==> config.mk <==
export PLATFORM = sky130hd
export DESIGN_NAME = decoder_rr_arbiter
export DESIGN_NICKNAME = d
export VERILOG_FILES = /design/src/rtl/decoder_rr_arbiter.sv
export SDC_FILE = /design/constraint.sdc
export NUM_CORES = 1
export LEC_CHECK = 0
export CAP_MARGIN = 20
export CORE_AREA = 5 5 43 45
export CTS_CLUSTER_SIZE = 25
export DETAILED_ROUTE_END_ITERATION = 8
export DIE_AREA = 0 0 48 50
export GPL_TIMING_DRIVEN = 0
export PLACE_DENSITY_LB_ADDON = 0.12
export SYNTH_ARGS = -nofsm -noshare
export SYNTH_HDL_FRONTEND = slang
export SYNTH_SLANG_ARGS = --single-unit
export TNS_END_PERCENT = 100
==> constraint.sdc <==
create_clock -name clk -period 1.8 [get_ports clk]
set_clock_uncertainty 0.2 [all_clocks]
set_input_delay 0.36 -clock clk [delete_from_list [all_inputs] [get_ports clk]]
set_output_delay 0.36 -clock clk [all_outputs]
set_load 0.005 [all_outputs]
==> src/rtl/decoder_rr_arbiter.sv <==
`default_nettype none
// ============================================================================
// Module   : decoder_rr_arbiter
// Brief    : Round-robin arbiter that shares one 2-to-4 decoder among four
//            requesters, with break-before-make between owners.
//            Optional hold limit compiled in with macro ARB_TIMEOUT_EN.
// Revision : 1.0 - initial release
// ============================================================================
module decoder_rr_arbiter #(
    parameter int HOLD_MAX = 8
) (
    input  logic       clk,
    input  logic       rst_n,
    input  logic [3:0] req,
    output logic [3:0] gnt,
    output logic [1:0] sel,
    output logic       en_n,
    output logic       busy,
    output logic       timeout
);

    typedef enum logic [1:0] {
        ST_IDLE    = 2'd0,
        ST_GRANT   = 2'd1,
        ST_RELEASE = 2'd2
    } state_t;

    state_t     r_state;
    state_t     w_state_nxt;
    logic [1:0] r_ptr;
    logic [1:0] w_ptr_nxt;
    logic [1:0] r_sel;
    logic [1:0] w_sel_nxt;
    logic [1:0] w_win;
    logic [3:0] r_gnt;
    logic       r_en_n;
    logic       r_busy;
    logic       w_any;
    logic       w_expire;

    if (HOLD_MAX < 1 || HOLD_MAX > 255) begin : g_bad_hold_max
        $error("decoder_rr_arbiter: HOLD_MAX must be in 1..255");
    end

    assign w_any = |req;

    // Scan offsets high to low so the offset closest to ptr is assigned last.
    always_comb begin
        w_win = r_ptr;
        for (int k = 3; k >= 0; k--) begin
            if (req[r_ptr + 2'(k)]) begin
                w_win = r_ptr + 2'(k);
            end
        end
    end

`ifdef ARB_TIMEOUT_EN
    localparam logic [7:0] c_hold_last = 8'(HOLD_MAX - 1);

    logic [7:0] r_hold_cnt;
    logic       r_timeout;
    logic       w_timeout_nxt;

    assign w_expire      = (r_hold_cnt == c_hold_last);
    assign w_timeout_nxt = (r_state == ST_GRANT) && req[r_sel] && w_expire;

    always_ff @(posedge clk or negedge rst_n) begin
        if (!rst_n) begin
            r_hold_cnt <= 8'd0;
            r_timeout  <= 1'b0;
        end else begin
            r_timeout <= w_timeout_nxt;
            if (r_state == ST_GRANT && w_state_nxt == ST_GRANT) begin
                r_hold_cnt <= r_hold_cnt + 8'd1;
            end else begin
                r_hold_cnt <= 8'd0;
            end
        end
    end

    assign timeout = r_timeout;
`else
    assign w_expire = 1'b0;
    assign timeout  = 1'b0;
`endif

    always_comb begin
        w_state_nxt = r_state;
        w_ptr_nxt   = r_ptr;
        w_sel_nxt   = r_sel;
        case (r_state)
            ST_IDLE, ST_RELEASE: begin
                if (w_any) begin
                    w_state_nxt = ST_GRANT;
                    w_sel_nxt   = w_win;
                    w_ptr_nxt   = w_win + 2'd1;
                end else begin
                    w_state_nxt = ST_IDLE;
                end
            end
            ST_GRANT: begin
                if (!req[r_sel] || w_expire) begin
                    w_state_nxt = ST_RELEASE;
                end
            end
            default: begin
                w_state_nxt = ST_IDLE;
            end
        endcase
    end

    // Outputs are derived from next-state so they are registered yet aligned.
    always_ff @(posedge clk or negedge rst_n) begin
        if (!rst_n) begin
            r_state <= ST_IDLE;
            r_ptr   <= 2'd0;
            r_sel   <= 2'd0;
            r_gnt   <= 4'b0000;
            r_en_n  <= 1'b1;
            r_busy  <= 1'b0;
        end else begin
            r_state <= w_state_nxt;
            r_ptr   <= w_ptr_nxt;
            r_sel   <= w_sel_nxt;
            r_gnt   <= (w_state_nxt == ST_GRANT) ? (4'b0001 << w_sel_nxt) : 4'b0000;
            r_en_n  <= (w_state_nxt != ST_GRANT);
            r_busy  <= (w_state_nxt != ST_IDLE);
        end
    end

    assign gnt  = r_gnt;
    assign sel  = r_sel;
    assign en_n = r_en_n;
    assign busy = r_busy;

endmodule
`default_nettype wire

# Word level (Yosys, flattened, before mapping)
# Cells that the tools add are included.
[classes]
n_eq_ne = 4
div_mod_pow = 0
multipliers = 0
order_cmp = 5
bitwise = 0
n_reduce_logical = 5
shift = 1
n_addsub = 4
muxes = 20
[op_table]
columns = ["op", "n"]
rows = [
  ["2-bit by 3-bit < comparator with 1-bit output (second input constant)", 5],
  ["2-bit two-way mux", 7],
  ["1-bit binary-select mux with 2-bit select", 5],
  ["1-bit two-way mux", 6],
  ["2-bit by 1-bit adder with 2-bit output (second input constant)", 2],
  ["2-bit adder (second input constant)", 2],
  ["2-bit by 1-bit == test with 1-bit output (second input constant)", 2],
  ["4-bit two-way mux", 1],
  ["2-bit one-hot mux with 2 select lines", 1],
  ["4-bit OR reduction", 1],
  ["1-bit by 2-bit left shift with 4-bit output (first input constant)", 1],
  ["2-bit == test (second input constant)", 1],
  ["2-bit zero test", 1],
  ["2-bit by 1-bit != test with 1-bit output (second input constant)", 1],
  ["2-bit AND reduction", 1],
  ["2-bit nonzero test", 1],
  ["2-bit OR reduction", 1],
]
[word_totals]
romBits = 0
wordCells = 45
ff_bits = 12
latchBits = 0
mem_bits_rw = 0
output_inout_bits = 9
in_bits = 6
memories = 0

# Longest topological paths before layout
# Gate-level depths: netlist of run 1.
[depth]
depth_word = 11
depth_mapped = 6
mapped_depth_nobuf = 5

# Worst setup path before layout of run 1
# No wires, ideal clock.
[synth_timing]
kind = "register to register"
startpoint = "reg r_sel[0] (netlist: sel[0])"
endpoint = "reg r_gnt[2] (netlist: gnt[2])"
arrival_ns = 1.355
t_required_ns = 1.477
setup_time_ns = 0.123
synth_period_minus_slack_ns = 1.678
setup_slack_ns = 0.122
path_stages_with_launch = 5
n_path_buf = 0
path_cell_list = "dfrtp_1 > mux4_2 > a31oi_4 > nand2b_2 > nor2_1"
[synth_between]
elab_chain_len = 6
elab_cells_between_ends = 9
cone_classes = "1 x eq/ne; 1 x shift; 7 x mux"
[synth_lines]
columns = ["element", "line", "source"]
rows = [
  ["start, declared", "32", "logic [1:0] r_sel;"],
  ["start signal, assigned", "124", "r_sel <= w_sel_nxt;"],
  ["1-bit binary-select mux with 2-bit select", "102", "if (!req[r_sel] || w_expire) begin"],
  ["1-bit two-way mux (not written as such)", "102", ""],
  ["2-bit two-way mux", "102", ""],
  ["2-bit one-hot mux with 2 select lines", "91", "case (r_state)"],
  ["2-bit by 1-bit == test with 1-bit output", "125", "r_gnt <= (w_state_nxt == ST_GRANT) ? (4'b0001 << w_sel_nxt) : 4'b0000;"],
  ["4-bit two-way mux *", "125", ""],
  ["end signal, assigned", "125", ""],
  ["end, declared", "35", "logic [3:0] r_gnt;"],
]
# Mark *: on every way between the ends. The rest lies on a longest branch, timed or not. The select of a mux whose other input is x is not followed.
# A chain may end at the register's enable or synchronous reset.

# Worst setup path in the final report of run 1
[layout_timing]
startpoint = "in req[3]"
endpoint = "reg r_gnt[2] (netlist: gnt[2])"
[layout_between]
elab_chain_len = 10
elab_cells_between_ends = 23
cone_classes = "1 x eq/ne; 1 x shift; 20 x mux; 1 x reduce/logical"
[layout_lines]
columns = ["element", "line", "source"]
rows = [
  ["start, declared", "14", "input logic [3:0] req,"],
  ["1-bit binary-select mux with 2-bit select", "51", "if (req[r_ptr + 2'(k)]) begin"],
  ["1-bit two-way mux (not written as such)", "51", ""],
  ["2-bit two-way mux (4 in series)", "51", ""],
  ["2-bit two-way mux", "93", "if (w_any) begin"],
  ["2-bit two-way mux", "91", ""],
  ["1-bit by 2-bit left shift with 4-bit output", "125", ""],
  ["4-bit two-way mux *", "125", ""],
]
# Marks and branches as above.

==> metrics.txt, run 1 <==
synthesized area 595.6 sq um; CP endpoint kind register; DR vias 456; vias per cell 5.067; Nets 81; Gate power share 50.1%; syn avg cell area 11.03 sq um; ANT nets after route 0; number of global-route vias before repair 490; synth-to-layout area growth 39.08%; hpwl dp 844.2 um; initial antenna violation count 0; post-route DRC violation count 0; max incr delay on CP 550 ps; share of cells above drive strength 1 29.73%; clk root buf clkbuf_4; initial core utilization 41.46%; clk buf depth 2; GRT Overall Usage 13.16%; Yosys top cell area share 46.22%; Top FF cell, synth dfrtp_1; Post-Synthesis Cells 54; largest family of logic cells by synthesized area simple AND/OR/NAND/NOR gates; max cap viols 0; Ys Warns 0; pin count of the biggest net entering global routing 13; Post-Synth Simple-Gate Area 20.17%; Area contributors post-synth dfrtp_1 (46%), nor2_1 (5.0%), dfstp_2 (4.4%); slew at the pin closest to its max-slew limit 509.6 ps; Setup Viol. Count Final 0; worst path cell trace dlygate4sd2_1 > mux4_2 > a31oi_4 > nand2b_2 > nor2_1; Layout fillers 133; setup_tns 0 ps; Setup Crit Path Kind in -> reg; clk_lat worst skew 270 ps; status finished, final reports clean; Reg2Reg Launch Point sel[0]; Die Y 50 um; Switching Fraction 34.91%; Compound-Gate Fraction of Synth Area 18.28%; Tightest Hold Check Type in -> async; number of diodes 0; Placement Rows 14; CTS clk-pin slew, worst paths 70 ps; Startpoint Class input port; post-synth net total 60; Adder-Cell Fraction of Synth Area 0%; Final Slew Violations 0; total CTS buffers 3; Final Hold Viols 0; total die area 2400 sq um; Seq cells post-synth 12; PortBufs 13; Synth Area in XOR/XNOR 1.471%; clock sink total 12; total iterations of the first detailed-routing run 2; Yosys top cell by area dfrtp_1; final WL 1175 um; Worst Setup SP req[3]; CP Max Fanout 6; NetSw 488.4 uW; number of enable flip-flop cells after synthesis 0; slew margin rel. 65.92%; minimum clock period 1711 ps; Max Fclk 584.6 MHz; Seq/Total Area, Yosys 50.63%; post-route cell area 828.3 sq um; final hold slack 229.0 ps; RePlAce Congestion 0.7641; RSZ-0062 raised after global routing no; Worst EP required 1760 ps; DRT iter0 DRCs 3; Async S/R FF share, synth 100.0%; area post-placement 745.7 sq um; post-synthesis mux area share 3.782%; leakage power 0.0003675 uW; P_int 910.7 uW; Cell Pwr Density 1689 nW/um^2; count leader, synth dfrtp_1; core box area 1436 sq um; CTS H-tree lvls 1; Clock power frac 14.9%; Critical-path top delay cell mux4_2; Final Util 57.67%; Die X 48 um; Final period util 95.03%; register share of total power 35.0%; Wirelength per Cell 13.06 um; Synth top cells by count dfrtp_1 (11), nor2_1 (8), nand2_1 (4), inv_1 (3), o21ai_1 (3); Ports 15; maximum vdd drop 0.8767 mV; Worst EP arrival 1670 ps; CTS tree yes; global-route wire length before repair 2139 um; Unique masters post-synth 29; CTS Hold Bufs 0; final global-route overflow total 0
## critical path: cells and delay by family
kind | cells | cell delay [ps]
simple gates | 2 | 210
buf+inv | 1 | 320
compound gates | 1 | 220
mux | 1 | 550
## power groups by stage
stage                     Clock [uW]  Combinational (uW)  Sequential (uW)
final                            208                 701              490
after floorplan                    0                 400              491
after detailed placement           0                 642              497
after CTS                        220                 711              491
after global routing             238                 777              512
after global placement             0                 642              495
## per-stage QoR
stage                     cells  worst slack (ps)  power (uW)
after floorplan              54             122.1       890.8
after global placement       83            -443.4        1137
after detailed placement     83            -486.2        1140
after CTS                    90             3.790        1422
after global routing         90             16.47        1527
final                        90             89.49        1399
## layout by cell type (no fill, tap or decap), drive strengths merged
master         Yosys  layout
conb               1       1
o31ai              1       1
dlymetal6s2s       0       1
o221ai             1       1
nor3b              1       1
nor4               1       1
a221oi             1       1
dlygate4sd2        0       5
mux4               1       1
a31oi              1       1
clkbuf             0       4
xor2               1       1
dfrtp             11      11
or2                1       1
clkdlybuf4s50      0       7
buf                2       5
and2b              1       1
nor2               8       8
a21oi              1       1
o21ai              5       5
nand2b             2       2
nor3               1       1
nor2b              3       3
nand2              5       5
inv                3       3
dfstp              1       1
a2bb2oi            1       1
## final timing paths
kind,slack [ps],depth (start not counted),end
max reg2reg,100,4,gnt[2]
min reg2reg,350,3,r_state[1]
max,90,5,gnt[2]
min in group clk,350,3,r_state[1]
min,230,1,r_ptr[0]
max in group asynchronous,800,1,sel[0]
## sequential cells by signal (all words and copies together) (netlist names)
name     flops
gnt          4
r_ptr        2
r_state      2
sel          2
busy         1
en_n         1
## logic make-up (layout without fill, tap and decap cells)
| kind of cell | after synthesis | after routing |
|---|---|---|
| simple gates | 23 | 23 |
| flops | 12 | 12 |
| compound gates | 11 | 11 |
| buf+inv | 5 | 25 |
| other cells | 1 | 1 |
| xor+xnor | 1 | 1 |
| mux | 1 | 1 |
## layer usage
metal / GRT usage (%) / part of all wire, %
met1: 15.16 / 43
met2: 19.16 / 48
met3: 4.727 / 6.4
met4: 9.417 / 2.7
met5: 0 / 0
## layout make-up
cell class	instances	area [sq um]	area share [%]
Buffer	2	18.77	2.266
Timing Repair Buffer	16	148.9	17.98
Multi-Input combinational cell	37	290.3	35.05
Tap cell	16	20.02	2.417
Sequential cell	12	302.8	36.56
Clock buffer	4	36.28	4.381
Inverter	3	11.26	1.360
## what timing repair did
action	in CTS	in global routing
pin swaps	3	0
buffers inserted	3	0
resized for setup	8	3
endpoints found under the setup margin	7	5
No activity file was read; power rests on OpenSTA's default activity.
==> inputs of run 2 (changes only) <==
- CAP_MARGIN: 20 -> 0
- RECOVER_POWER: unset -> 50
==> metrics.txt, run 2 (same netlist as run 1, synthesis figures left out) <==
minimum clock period 1710 ps; maximum vdd drop 0.8767 mV; status finished, final reports clean; final WL 1175 um; clock sink total 12; Worst Reg-to-Reg Cells 4; Final Hold Viols 0; Buf+Inv Stages, Crit Path 1; slew at the pin closest to its max-slew limit 514.8 ps; Critical R2R Capture gnt[2]; total die area 2400 sq um; Nets 81; CTS H-tree lvls 1; final global-route overflow total 0; Startpoint Class input port; leakage power 0.0003564 uW; PortBufs 13; CTS clk-pin slew, worst paths 70 ps; ANT nets after route 0; Tightest Hold Check Type in -> async; area post-placement 745.7 sq um; Top delay family on crit path multiplexers; PnR Total Power 1399 uW; final hold slack 299.2 ps; clk buf depth 2; worst path cell trace dlygate4sd2_1 > mux4_2 > a31oi_4 > nand2b_2 > nor2_1; Worst EP arrival 1670 ps; max incr delay on CP 550 ps; post-route DRC violation count 0; CTS tree yes; global-route wire length before repair 2139 um; number of diodes 0; Setup Crit Path Kind in -> reg; Die Y 50 um; Worst Setup EP gnt[2]; Ports 15; Max Fclk 584.6 MHz; r2r setup slk 100 ps; total CTS buffers 3; max cap viols 0; Setup Viol. Count Final 0; Cell Pwr Density 1694 nW/um^2; synth-to-layout area growth 38.66%; post-route cell area 825.8 sq um; most frequent cells in the layout dfrtp_1 (10), nor2_1 (8), clkdlybuf4s50_1 (6); CP Max Fanout 6; DRT iter0 DRCs 3; pin count of the biggest net entering global routing 13; most common cell after layout, fill and taps aside dfrtp_1; Critical-path top delay cell mux4_2; clk root buf clkbuf_4; slew margin rel. 65.57%; core box area 1436 sq um; CTS Hold Bufs 0; setup ws final 89.50 ps; initial antenna violation count 0; DR vias 456; hpwl dp 844.2 um; CP endpoint kind register; pre-CTS setup slack -486.2 ps; RSZ-0062 raised after global routing no; initial core utilization 41.46%; Placement Rows 14; CP Depth 5; Worst Setup SP req[3]; GRT Overall Usage 13.16%; Wirelength per Cell 13.06 um; Reg2Reg Launch Point sel[0]; number of global-route vias before repair 490; share of cells above drive strength 1 29.73%; Final period util 95.03%; vias per cell 5.067; total iterations of the first detailed-routing run 2; Worst EP required 1760 ps; Die X 48 um; RePlAce Congestion 0.7641; max FFs per register 4; clk_lat worst skew 270 ps; Final Slew Violations 0
run 2: metal layers:
| layer | routed length [um] | global-route usage (%) |
|---|---|---|
| met5 | 0 | 0 |
| met4 | 32 | 9.417 |
| met3 | 75 | 4.727 |
| met2 | 561 | 19.16 |
| met1 | 505 | 15.16 |
run 2: worst register-to-register path, cell delays in order (launching register included):
cell and delay [ps]:
dfrtp_2 400, mux4_2 560, a31oi_4 230, nand2b_2 170, nor2_1 40
run 2: per-stage QoR:
stage / setup TNS [ps] / util (%) / std cells
6_report: 0 / 57.49 / 90
5_1_grt: 0 / 57.49 / 90
4_1_cts: 0 / 56.79 / 90
3_5_place_dp: -3411 / 51.92 / 83
3_3_place_gp: -3536 / 51.92 / 83
2_1_floorplan: 0 / - / 54
run 2: worst min path at each step:
stage	cells after the start	slack (ps)	end
CTS	1	240	sel[0]
detailed placement	3	340	r_state[1]
finish	1	300	r_ptr[0]
global placement	3	330	r_state[1]
global route	1	320	gnt[0]
floorplan	0	-140	busy
run 2: where the power goes:
part | switching [uW] | internal [uW]
clock | 84.9 | 123
combinational | 315 | 385
sequential | 88.8 | 402
run 2: timing repair:
item / CTS / global route
resized for setup: 8 / 3
endpoints found under the setup margin: 7 / 5
pin swaps: 3 / 0
buffers inserted: 3 / 0
run 2: layout make-up:
| type | instances | area, sq um |
|---|---|---|
| Tap cell | 16 | 20.02 |
| Clock buffer | 4 | 36.28 |
| Fill cell | 133 | 610.6 |
| Multi-Input combinational cell | 37 | 290.3 |
| Inverter | 3 | 11.26 |
| Buffer | 2 | 18.77 |
| Sequential cell | 12 | 302.8 |
| Timing Repair Buffer | 16 | 146.4 |
